`config.mk`:
```
export PLATFORM = sky130hd
export DESIGN_NAME = turn_signal_seq
export DESIGN_NICKNAME = d
export VERILOG_FILES = /design/src/rtl/turn_signal_pkg.sv /design/src/rtl/step_prescaler.sv /design/src/rtl/turn_signal_seq.sv
export SDC_FILE = /design/constraint.sdc
export NUM_CORES = 1
export LEC_CHECK = 0
export ABC_AREA = 1
export BUFFER_PORTS_ARGS = -buffer_cell sky130_fd_sc_hd__buf_4
export CAP_MARGIN = 10
export CELL_PAD_IN_SITES_DETAIL_PLACEMENT = 1
export CELL_PAD_IN_SITES_GLOBAL_PLACEMENT = 1
export CORE_AREA = 2 2 56 71
export DETAILED_ROUTE_END_ITERATION = 8
export DIE_AREA = 0 0 58 73
export GPL_ROUTABILITY_DRIVEN = 0
export PLACE_DENSITY_LB_ADDON = 0.1
export SETUP_SLACK_MARGIN = 0.02
export SLEW_MARGIN = 0
export SYNTH_ARGS = -nofsm -noshare
export SYNTH_HDL_FRONTEND = slang
export SYNTH_SLANG_ARGS = --single-unit
```
`constraint.sdc`:
```
create_clock -name clk -period 3.2 [get_ports clk]
set_input_delay 0 -clock clk [delete_from_list [all_inputs] [get_ports clk]]
set_output_delay 0 -clock clk [all_outputs]
set_load 0.005 [all_outputs]
```
`src/rtl/turn_signal_pkg.sv`:
```
// Shared types and helpers for the sequential turn-signal controller.
package turn_signal_pkg;

  typedef enum logic [1:0] {
    MODE_IDLE   = 2'd0,
    MODE_LEFT   = 2'd1,
    MODE_RIGHT  = 2'd2,
    MODE_HAZARD = 2'd3
  } mode_e;

  // Thermometer pattern with bits [step-1:0] set, clipped to n lamps (n <= 32).
  function automatic logic [31:0] therm(input int step, input int n);
    logic [31:0] t;
    t = 32'd0;
    for (int i = 0; i < 32; i++) begin
      t[i] = (i < step) && (i < n);
    end
    return t;
  endfunction

endpackage

```
`src/rtl/step_prescaler.sv`:
```
// Step-rate prescaler: ticks when the count reaches div, restarts on clear.
module step_prescaler #(
  parameter int DIV_W = 4
) (
  input  logic             clk,
  input  logic             reset_n,
  input  logic             clear,
  input  logic [DIV_W-1:0] div,
  output logic             tick
);

  logic [DIV_W-1:0] cnt_q;
  logic [DIV_W-1:0] cnt_d;

  // A >= compare keeps the counter from running past a freshly lowered div.
  assign tick = (cnt_q >= div);

  // Next count: clear wins over tick, tick wins over increment.
  always_comb begin
    cnt_d = cnt_q;
    if (clear) begin
      cnt_d = {DIV_W{1'b0}};
    end else if (tick) begin
      cnt_d = {DIV_W{1'b0}};
    end else begin
      cnt_d = cnt_q + {{(DIV_W-1){1'b0}}, 1'b1};
    end
  end

  // Count register.
  always_ff @(posedge clk or negedge reset_n) begin
    if (!reset_n) begin
      cnt_q <= {DIV_W{1'b0}};
    end else begin
      cnt_q <= cnt_d;
    end
  end

endmodule

```
`src/rtl/turn_signal_seq.sv`:
```
// Sequential turn-signal lamp controller with hazard and step-rate prescaler.
// Optional brake override is compiled in with `define TURN_SIGNAL_BRAKE_EN.
module turn_signal_seq
  import turn_signal_pkg::*;
#(
  parameter int N_LAMPS = 3,
  parameter int DIV_W   = 4
) (
  input  logic               clk,
  input  logic               reset_n,
  input  logic               left,
  input  logic               right,
  input  logic               hazard,
  input  logic               brake,
  input  logic [DIV_W-1:0]   div,
  output logic [N_LAMPS-1:0] lamp_l,
  output logic [N_LAMPS-1:0] lamp_r,
  output logic [1:0]         mode
);

  localparam int STEP_W = $clog2(N_LAMPS + 1);

  mode_e               req_s;
  mode_e               mode_q;
  mode_e               mode_d;
  logic [STEP_W-1:0]   step_q;
  logic [STEP_W-1:0]   step_d;
  logic                tick_s;
  logic                clear_s;
  logic                brake_now_s;
  logic [N_LAMPS-1:0]  pat_s;
  logic [N_LAMPS-1:0]  lamp_l_q;
  logic [N_LAMPS-1:0]  lamp_l_d;
  logic [N_LAMPS-1:0]  lamp_r_q;
  logic [N_LAMPS-1:0]  lamp_r_d;

`ifdef TURN_SIGNAL_BRAKE_EN
  logic brake_q;
  logic brake_d;

  assign brake_d = brake;
  // Lamps are registered from next state, so brake_d lands with brake_q.
  assign brake_now_s = brake_d;

  // Brake sample register.
  always_ff @(posedge clk or negedge reset_n) begin
    if (!reset_n) begin
      brake_q <= 1'b0;
    end else begin
      brake_q <= brake_d;
    end
  end
`else
  logic unused_brake_s;

  assign unused_brake_s = brake;
  assign brake_now_s    = 1'b0;
`endif

  step_prescaler #(.DIV_W(DIV_W)) u_prescaler (
    .clk     (clk),
    .reset_n (reset_n),
    .clear   (clear_s),
    .div     (div),
    .tick    (tick_s)
  );

  // Requested mode; both stalks at once count as hazard.
  always_comb begin
    req_s = MODE_IDLE;
    if (hazard || (left && right)) begin
      req_s = MODE_HAZARD;
    end else if (left) begin
      req_s = MODE_LEFT;
    end else if (right) begin
      req_s = MODE_RIGHT;
    end else begin
      req_s = MODE_IDLE;
    end
  end

  assign clear_s = (req_s != mode_q);

  // FSM next state and step counter.
  always_comb begin
    mode_d = req_s;
    step_d = step_q;
    if (clear_s) begin
      step_d = (req_s == MODE_IDLE) ? {STEP_W{1'b0}} : STEP_W'(1);
    end else if (tick_s) begin
      case (mode_q)
        MODE_LEFT, MODE_RIGHT: begin
          step_d = (step_q >= STEP_W'(N_LAMPS)) ? {STEP_W{1'b0}}
                                                : step_q + STEP_W'(1);
        end
        MODE_HAZARD: begin
          step_d = (step_q == {STEP_W{1'b0}}) ? STEP_W'(1) : {STEP_W{1'b0}};
        end
        default: begin
          step_d = {STEP_W{1'b0}};
        end
      endcase
    end else begin
      step_d = step_q;
    end
  end

  assign pat_s = N_LAMPS'(therm(int'(step_d), N_LAMPS));

  // Lamp patterns derived from the next state so they register with it.
  always_comb begin
    lamp_l_d = {N_LAMPS{1'b0}};
    lamp_r_d = {N_LAMPS{1'b0}};
    case (mode_d)
      MODE_LEFT: begin
        lamp_l_d = pat_s;
        lamp_r_d = brake_now_s ? {N_LAMPS{1'b1}} : {N_LAMPS{1'b0}};
      end
      MODE_RIGHT: begin
        lamp_l_d = brake_now_s ? {N_LAMPS{1'b1}} : {N_LAMPS{1'b0}};
        lamp_r_d = pat_s;
      end
      MODE_HAZARD: begin
        lamp_l_d = (step_d != {STEP_W{1'b0}}) ? {N_LAMPS{1'b1}} : {N_LAMPS{1'b0}};
        lamp_r_d = lamp_l_d;
      end
      default: begin
        lamp_l_d = brake_now_s ? {N_LAMPS{1'b1}} : {N_LAMPS{1'b0}};
        lamp_r_d = lamp_l_d;
      end
    endcase
  end

  // State and output registers.
  always_ff @(posedge clk or negedge reset_n) begin
    if (!reset_n) begin
      mode_q   <= MODE_IDLE;
      step_q   <= {STEP_W{1'b0}};
      lamp_l_q <= {N_LAMPS{1'b0}};
      lamp_r_q <= {N_LAMPS{1'b0}};
    end else begin
      mode_q   <= mode_d;
      step_q   <= step_d;
      lamp_l_q <= lamp_l_d;
      lamp_r_q <= lamp_r_d;
    end
  end

  assign lamp_l = lamp_l_q;
  assign lamp_r = lamp_r_q;
  assign mode   = mode_q;

endmodule

```
==> results.md <==
* Worst rel slew slack at 77.2%
* Family with the most delay on the worst path: simple AND/OR/NAND/NOR gates
* Antenna Cells at 0
* Num rows at 25
* CTS buffer count at 3
* Status: finished, final reports clean
* Initial antenna violation count at 0
* Fin Clk Skew at 1.89 ps
* Final min period at 1720 ps
* Final HPWL DP at 1.43 mm
* Iteration-0 DRC Markers at 15
* Mapped Cells at 96
* CTS root buffer: clkbuf_8
* Final Max Slew Viols at 0
* Pwr dens at 494 nW/µm²
* Share of layout cells above drive strength 1 at 29.9%
* Post-synthesis cell type count at 22
* Syn Area/Cell at 8.94 µm²
* Setup bufs post-CTS at 0
* Crit path buf inv count at 0
* Critical path, cell by cell: ha_1, a21oi_1, nand4_1, nand3_4, nand3_2, nand2_2, nand2_1
* Die area at 4230 µm²
* Most frequent cells in the layout: nand2_1 (25), buf_4 (16), inv_1 (15)
* Slowest-stage cell, CP: dfrtp_1
* CTS H-tree lvls at 1
* Critical Path Source Type: register
* P&R area growth vs syn at 27.4%
* Via count at 670
* Crit path DAT at 1850 ps
* Worst-Skew Late Latency at 240 ps
* Yosys reg bits at 14
* Routed Antenna Nets at 0
* Tot GR Track Use at 9.01%
* Fmax at 581 MHz
* Overflow after GRT at 0
* Max VDD drop at 240 µV
* Drt first pass iters at 4
* CTS sink cnt at 14
* Vias per Instance at 4.27
* Critical path class: reg -> reg
* Worst reg2reg path depth at 7
* Crit path depth at 7
* Max-cap violations at 0
* TritonCTS clock tree: built
* Cts hold-fix bufs at 1
* Final wirelength at 1.73 mm
* HP Class: in -> reg
* Vias in the first global route at 699
* Cell depth of the worst min-delay path at 3
* Most common cell after layout, fill and taps aside: nand2_1
* Largest net degree at the start of global routing at 15
* Net Count, Synth at 115
* Fin. Hold Viols at 0
* Leak Pwr at 0.000588 µW
* Die width at 58 µm
* CP required at 3330 ps
* Number of cells in the finished layout apart from fillers at 157
* Placed cells at 152
* Crit-path max cell delay at 390 ps
* I/O pin count at 18
* Final setup violation count at 0
* DRC viols at 0
* Core area at 3630 µm²
* Nature of the critical path endpoint: register
* Max clock buf depth at 2
* Register clock-pin slew on the reported worst setup and hold paths at 60 ps
* Final worst path period share at 53.7%
* Mapped cell area at 858 µm²
* Slew at the pin closest to its max-slew limit at 342 ps
* CP Max Fanout at 4
* Nets at 137
* RSZ-0062 raised after global routing: no
* Mean routed wirelength per cell at 11.0 µm
* CTS resizes at 0
* Setup TNS Final at 0 ps
* Port Buffers at 16
* Starting Density at 23.7%
* Ys Warns at 0
* Seq/Total Area, Yosys at 40.8%
* Die Ht at 73 µm
* First-pass GRT wire length at 2.86 mm
-- path summary, 6_finish.rpt --
| kind | from | end | slack, ps |
|---|---|---|---|
| setup reg to reg | u_prescaler.cnt_q[3]$_DFF_PN0_ | lamp_l[2]$_DFF_PN0_ | 1480 |
| hold reg to reg | u_prescaler.cnt_q[0]$_DFF_PN0_ | u_prescaler.cnt_q[0]$_DFF_PN0_ | 490 |
| max in group asynchronous | reset_n | lamp_l[2]$_DFF_PN0_ | 2890 |
| hold / removal | left | mode[0]$_DFF_PN0_ | 50 |
| min in group asynchronous | reset_n | u_prescaler.cnt_q[0]$_DFF_PN0_ | 140 |
| setup / recovery | u_prescaler.cnt_q[3]$_DFF_PN0_ | lamp_l[2]$_DFF_PN0_ | 1480 |
-- sequential cells by signal, summed over array words and instances (netlist names) --
signal,flops
lamp_l,3
lamp_r,3
u_prescaler.cnt_q,4
mode,2
step_q,2
-- worst register-to-register path, delay by kind of cell, from the launching register on --
family / cells / cell delay (ps)
and+or+nand+nor: 5 / 630
DFF: 1 / 390
AOI/OAI and AO/OA: 1 / 300
adders and majority gates: 1 / 290
-- metrics by stage --
stage / power (µW) / hold WS [ps] / instance area (µm²) / setup slack [ps] / util, %
after global routing: 577 / 63.0 / 1090 / 1310 / 30.1
after detailed placement: 377 / -132 / 1030 / 1460 / 28.3
after global placement: 374 / -137 / 1030 / 1480 / 28.3
after floorplan: 314 / -296 / 858 / 1700 / -
final: 541 / 48.7 / 1090 / 1480 / 30.1
after CTS: 554 / 49.5 / 1090 / 1450 / 30.1
-- power breakdown --
part           switching (µW)  internal, µW
Sequential               14.8           203
Combinational            85.1          67.3
Clock                    61.8           109
Total                     162           379
-- metal layers --
metal	vias to the layer above	GRT usage (%)	wire (µm)
met3	2	1.60	46
li1	339	-	-
met1	320	9.57	703
met5	-	0	0
met4	0	4.65	14
met2	9	16.7	961
-- area by class of cell --
class                           count  area [µm²]
Tap cell                           40        50.0
Multi-Input combinational cell     64         440
Clock buffer                        4        55.1
Inverter                           18        67.6
Sequential cell                    14         350
Timing Repair Buffer               17         130
Fill cell                         449        2530
-- cell usage after synthesis (all sizes together) --
master	instances	area, µm²
nand2	30	140
inv	17	63.8
dfrtp	14	350
nor2	10	66.3
ha	9	113
nand3	6	60.1
nand4	3	18.8
a21o	1	8.76
a21oi	1	5.00
clkinv	1	3.75
o21ai	1	5.00
o22ai	1	6.26
xnor2	1	8.76
xor2	1	8.76
-- kinds of logic after synthesis --
group / Yosys count / share of synthesized area [%]
simple gates: 49 / 33.2
flops: 14 / 40.8
fa+ha+maj: 9 / 13.1
buf+inv: 18 / 7.87
compound gates: 4 / 2.91
xor+xnor: 2 / 2.04
(Power assumes the default switching activity.)
